$ cat src/rtl/ysyx_22041211_pkg.sv
// Shared definitions for the ysyx_22041211 multi-cycle control path.
// Holds the control FSM state encoding and the number of states.
package ysyx_22041211_pkg;

    typedef enum logic [2:0] {
        S_IF   = 3'd0,
        S_ID   = 3'd1,
        S_EX   = 3'd2,
        S_MEM  = 3'd3,
        S_WB   = 3'd4,
        S_HALT = 3'd5
    } state_t;

    localparam int STATE_CNT = 6;

endpackage

$ cat src/rtl/ysyx_22041211_perf_cnt.sv
// Cycle and retired-instruction counters with independent enables.
// Both counters wrap silently modulo 2^CNT_W.
module ysyx_22041211_perf_cnt #(
    parameter int CNT_W = 32
) (
    input  logic             clk,
    input  logic             rst,
    input  logic             cyc_en,
    input  logic             ret_en,
    output logic [CNT_W-1:0] cycle,
    output logic [CNT_W-1:0] instret
);

    always_ff @(posedge clk) begin
        if (rst) begin
            cycle   <= '0;
            instret <= '0;
        end else begin
            if (cyc_en) cycle   <= cycle + CNT_W'(1);
            if (ret_en) instret <= instret + CNT_W'(1);
        end
    end

endmodule

$ cat src/rtl/ysyx_22041211_ctrl_fsm.sv
// Multi-cycle core sequencer: IF -> ID -> EX -> (MEM) -> WB, with a terminal HALT.
// Drives fetch/LSU requests, writeback strobes and the performance counters.
module ysyx_22041211_ctrl_fsm
    import ysyx_22041211_pkg::*;
#(
    parameter int CNT_W = 32
) (
    input  logic             clk,
    input  logic             rst,
    input  logic             ifu_rvalid_i,
    input  logic             dec_load_i,
    input  logic             dec_store_i,
    input  logic             dec_wd_i,
    input  logic             dec_ebreak_i,
    input  logic             dec_illegal_i,
    input  logic             lsu_rvalid_i,
    output logic             ifu_req_o,
    output logic             inst_we_o,
    output logic             lsu_req_o,
    output logic             lsu_wen_o,
    output logic             reg_we_o,
    output logic             pc_we_o,
    output logic             halt_o,
    output logic             trap_o,
    output logic [CNT_W-1:0] cycle_o,
    output logic [CNT_W-1:0] instret_o
);

    state_t state_q, state_d;
    logic   load_q, store_q, wd_q, trap_q;

    logic ifu_req, inst_we, lsu_req, lsu_wen, reg_we, pc_we, halt, trap;
    logic [CNT_W-1:0] cycle, instret;

    always_ff @(posedge clk) begin
        if (rst) begin
            state_q <= S_IF;
            load_q  <= 1'b0;
            store_q <= 1'b0;
            wd_q    <= 1'b0;
            trap_q  <= 1'b0;
        end else begin
            state_q <= state_d;
            // Class flags are captured only while the decoder output is valid.
            if (state_q == S_ID) begin
                load_q  <= dec_load_i;
                store_q <= dec_store_i;
                wd_q    <= dec_wd_i;
                trap_q  <= dec_illegal_i;
            end
        end
    end

    always_comb begin
        state_d = state_q;
        ifu_req = 1'b0;
        inst_we = 1'b0;
        lsu_req = 1'b0;
        lsu_wen = 1'b0;
        reg_we  = 1'b0;
        pc_we   = 1'b0;
        halt    = 1'b0;
        trap    = 1'b0;
        case (state_q)
            S_IF: begin
                ifu_req = 1'b1;
                if (ifu_rvalid_i) begin
                    inst_we = 1'b1;
                    state_d = S_ID;
                end
            end
            S_ID: begin
                // Illegal wins over ebreak so a bad opcode always reports a trap.
                if (dec_illegal_i || dec_ebreak_i) state_d = S_HALT;
                else                               state_d = S_EX;
            end
            S_EX: begin
                state_d = (load_q || store_q) ? S_MEM : S_WB;
            end
            S_MEM: begin
                lsu_req = 1'b1;
                lsu_wen = store_q;
                if (lsu_rvalid_i) state_d = S_WB;
            end
            S_WB: begin
                pc_we   = 1'b1;
                reg_we  = wd_q && !store_q;
                state_d = S_IF;
            end
            S_HALT: begin
                halt = 1'b1;
                trap = trap_q;
            end
            default: state_d = S_IF;
        endcase
    end

    ysyx_22041211_perf_cnt #(
        .CNT_W(CNT_W)
    ) u_perf_cnt (
        .clk    (clk),
        .rst    (rst),
        .cyc_en (state_q != S_HALT),
        .ret_en (state_q == S_WB),
        .cycle  (cycle),
        .instret(instret)
    );

    // Everything is forced low while reset is held, independent of the stored state.
    assign ifu_req_o = !rst && ifu_req;
    assign inst_we_o = !rst && inst_we;
    assign lsu_req_o = !rst && lsu_req;
    assign lsu_wen_o = !rst && lsu_wen;
    assign reg_we_o  = !rst && reg_we;
    assign pc_we_o   = !rst && pc_we;
    assign halt_o    = !rst && halt;
    assign trap_o    = !rst && trap;
    assign cycle_o   = rst ? '0 : cycle;
    assign instret_o = rst ? '0 : instret;

endmodule

$ cat config.mk
export PLATFORM = sky130hd
export DESIGN_NAME = ysyx_22041211_ctrl_fsm
export DESIGN_NICKNAME = d
export VERILOG_FILES = /design/src/rtl/ysyx_22041211_pkg.sv /design/src/rtl/ysyx_22041211_perf_cnt.sv /design/src/rtl/ysyx_22041211_ctrl_fsm.sv
export SDC_FILE = /design/constraint.sdc
export NUM_CORES = 1
export LEC_CHECK = 0
export CORE_MARGIN = 2
export CORE_UTILIZATION = 53
export CTS_BUF_LIST = sky130_fd_sc_hd__clkbuf_4
export CTS_CLUSTER_SIZE = 10
export DETAILED_ROUTE_END_ITERATION = 6
export PLACE_DENSITY_LB_ADDON = 0.3
export SLEW_MARGIN = 20
export SYNTH_ARGS = -nofsm -noshare
export SYNTH_HDL_FRONTEND = slang
export SYNTH_SLANG_ARGS = --single-unit
$ cat constraint.sdc
create_clock -name clk -period 2.8 [get_ports clk]
set_clock_uncertainty 0.2 [all_clocks]
set_input_delay 0.84 -clock clk [delete_from_list [all_inputs] [get_ports clk]]
set_output_delay 0.84 -clock clk [all_outputs]
set_load 0.05 [all_outputs]
==> results list <==
- Dividing the final minimum period by the clock period gives 0.988.
- Total I/O pin count: 81
* Post-synthesis instance area: 0.00380 mm2
- For this design the static power due to leakage is 1.78 nW.
- Of the total power, registers draw 0.530.
- The floorplan step set the die width to 88.7 um.
* Number of antenna cells inserted: 0
- Of the total power, the clock network draws 0.372.
- Outcome: completed
- The setup path with the least slack is of type in2out.
- Clock tree synthesis inserted a total of 9 buffers.
* Overall fraction of global-route tracks in use: 0.230
- Fraction of registers with async set or reset after synthesis: 0
* Setup WS post-layout: 0.0349 ns
* Register bit total from synthesis: 71
- Via count of the first global-routing pass: 3333
- Cell Rows: 30
- Switching power summed over all nets: 0.491 mW
- Internal power: 1.48 mW
- Hpwl dp: 6480 um
- Smallest hold slack: 0.301 ns
- Global-route wire length before repair: 14700 um
* Area grow syn2layout: 31.5%
* Area of the multi-input gates: 0.00242 mm2
- Detailed routing placed a total of 4370 um of wire on met2.
* Remaining antenna violation count after routing: 0
- The initial antenna violation count came to 0.
- Hold Path Class: reg2reg
* Initial drt markers: 206
* Cell Pwr Density: 394 mW/mm2
- Total of buffers placed on input and output ports: 80
- Switching share of power: 0.250
- The number of slew-limit violations in the final report was 0.
- GP Congestion: 0.858
* Total Negative Setup Slacks: 0 ns
- The average instance in the mapped netlist occupies 8.04 um2.
- TritonCTS clock tree: built
- Maximum root-to-sink buffer count: 2
* Slew at the pin closest to its max-slew limit: 0.498 ns
* Area of the die: 0.00787 mm2
* Routed via count divided by cell count: 5.59
- Wirelength per Cell: 13.6 um
* Die Height: 88.7 um
- Footprint of the flip-flops and latches: 0.00143 mm2
- Worst setup timing slack at the placement stage: 0.0135 ns
- Met1 WL: 3970 um
- Most common flop cell mapped by yosys: sky130_fd_sc_hd__dfxtp_1
- Peak supply drop: 0.000236 V
- Of the post-synthesis cell area, the dominant cell type holds 0.374.
- Count of yosys warnings during synthesis: 0
- Post-layout net count: 563
- Detailed routing placed a total of 390 um of wire on met3.
- Initial standard-cell utilization of the core: 0.553
* Setup violators final: 0
* Fmax achieved: 0.362 GHz
* Top metal layer carrying routed signals: met4
- Along the worst path, the maximum fanout reaches 19.
- Top cells by instance count after synthesis: 71 x sky130_fd_sc_hd__dfxtp_1, 58 x sky130_fd_sc_hd__nor2b_1, 55 x sky130_fd_sc_hd__nor2_1
- Critical register-to-register path startpoint: u_perf_cnt.cycle[0]$_SDFFE_PP0P_
* CTS clock-pin slew for the worst setup and hold paths: 0.12 ns
- Deepest level of the CTS H-tree: 3
* Overall power of the completed layout: 1.97 mW
- Syn_nets: 484
* Start point of the worst min-delay path: load_q$_SDFFE_PP0N_
- Fillers: 552
- The clock net in this run drives a total of 71 sinks.
- Crit path time final: 2.77 ns
- Dominant cell type by area after synthesis: sky130_fd_sc_hd__dfxtp_1
- For this run the aggregate overflow at the end of global routing stands at 0.
* Largest net degree at the start of global routing: 24
- Data required time of the critical path: 1.76 ns
- The critical path starts at rst.
* Data arrival, critical path: 1.73 ns
* Share of layout cells above drive strength 1: 0.334
* Insertion delay to the later sink of the worst-skew pair: 0.39 ns
- Via count: 3652
* Total detailed-routing wirelength: 8870 um
- Portion of the post-synthesis area used by sequential elements: 0.374
- Setup repair after global routing left no endpoint under its margin.
- Counting every instance in the synthesized netlist gives 473.
- In this run, distinct cell masters in the synthesized netlist total 41.
- Startpoint type of the worst setup path: input pin
- Count of flip-flops with a built-in enable after synthesis: 0
* Max_slew headroom: 0.663
- Floorplan core area: 0.00687 mm2
* Setup repair bufs after CTS: 0
* CP endpoint kind: primary output
- The first detailed-routing pass took 5 iterations.
- Of the total power, combinational logic draws 0.098.
* Cell types occupying the most area after synthesis: sky130_fd_sc_hd__dfxtp_1 37%, sky130_fd_sc_hd__nor2b_1 9.5%, sky130_fd_sc_hd__mux2_2 5.9%, sky130_fd_sc_hd__nor2_1 5.4%, sky130_fd_sc_hd__a21oi_1 3.8%
- DRC viols: 0
* Most numerous cell in the Yosys netlist: sky130_fd_sc_hd__dfxtp_1
- The final hold violation count came to 0.
- In this run the clock root is driven by a sky130_fd_sc_hd__clkbuf_4.
- Hold Path Stages: 2
- Max cap viols: 0
- At the end of the flow the core is filled with cells to 0.728.
- The worst register-to-register path has a depth of 5.
==> layout make-up <==
cell class | instances | share of cell area
Timing Repair Buffer | 98 | 0.167
Multi-Input combinational cell | 363 | 0.484
Tap cell | 96 | 0.0240
Clock inverter | 6 | 0.0170
Clock buffer | 10 | 0.0150
Inverter | 9 | 0.00676
Sequential cell | 71 | 0.285
==> cell families after synthesis <==
| group | Yosys count | share of synthesized area |
|---|---|---|
| and+or+nand+nor | 257 | 0.374 |
| DFF | 71 | 0.374 |
| AOI/OAI and AO/OA | 63 | 0.0958 |
| buffers and inverters | 39 | 0.0415 |
| muxes | 22 | 0.0645 |
| xor gates and xnor gates | 19 | 0.0438 |
| adders and majority gates | 2 | 0.00658 |
==> repair_timing <==
| item | in CTS | in global routing |
|---|---|---|
| endpoints found under the setup margin | 1 | 9 |
| resized for setup | 1 | 6 |
| hold buffers | 0 | 0 |
==> routing by layer <==
layer  global-route usage  vias up
li1                     -     1839
met4               0.0854        0
met2                0.389       84
met3               0.0354       11
met1                0.296     1718
met5                    0        -
==> registers in the layout, indices dropped and copies added (netlist names) <==
| signal | count |
|---|---|
| load_q | 1 |
| state_q | 3 |
| store_q | 1 |
| trap_q | 1 |
| u_perf_cnt.cycle | 32 |
| u_perf_cnt.instret | 32 |
| wd_q | 1 |
==> power by group through the flow <==
stage               sequential (mW)  clock (mW)  combinational [mW]
floorplan                      1.06           0               0.130
global placement               1.06           0               0.185
detailed placement             1.06           0               0.191
CTS                            1.04       0.753               0.192
global route                   1.05       0.792               0.208
finish                         1.04       0.732               0.192
==> critical path: stages <==
cell and delay [ns]:
sky130_fd_sc_hd__buf_4 0.21, sky130_fd_sc_hd__buf_4 0.20, sky130_fd_sc_hd__nor2b_1 0.22, sky130_fd_sc_hd__buf_4 0.25
==> through the flow <==
stage                     area [um2]  std cells
after floorplan                 4030        473
after global placement          4820        637
after detailed placement        4820        637
after CTS                       4980        653
after global routing            5000        653
final                           5000        653
==> placed cells by master (no fill, tap or decap), types with 17 or more instances in the layout <==
| cell | instances |
|---|---|
| sky130_fd_sc_hd__buf_4 | 83 |
| sky130_fd_sc_hd__dfxtp_1 | 69 |
| sky130_fd_sc_hd__nor2_1 | 46 |
| sky130_fd_sc_hd__nor2b_2 | 41 |
| sky130_fd_sc_hd__a21oi_1 | 29 |
| sky130_fd_sc_hd__nand2_1 | 28 |
| sky130_fd_sc_hd__mux2_2 | 20 |
| sky130_fd_sc_hd__nor3_1 | 19 |
| sky130_fd_sc_hd__nor2b_1 | 17 |
| sky130_fd_sc_hd__nand3_1 | 17 |
| sky130_fd_sc_hd__nand4_1 | 17 |
| sky130_fd_sc_hd__o21ai_0 | 17 |
==> final timing paths <==
path,slack [ns],to
hold / removal,0.30,load_q$_SDFFE_PP0N_
setup / recovery,0.03,instret_o[29]
hold reg to reg,0.30,load_q$_SDFFE_PP0N_
setup reg to reg,0.28,u_perf_cnt.cycle[18]$_SDFFE_PP0P_
Note: power is estimated with default switching activity, not from simulation.
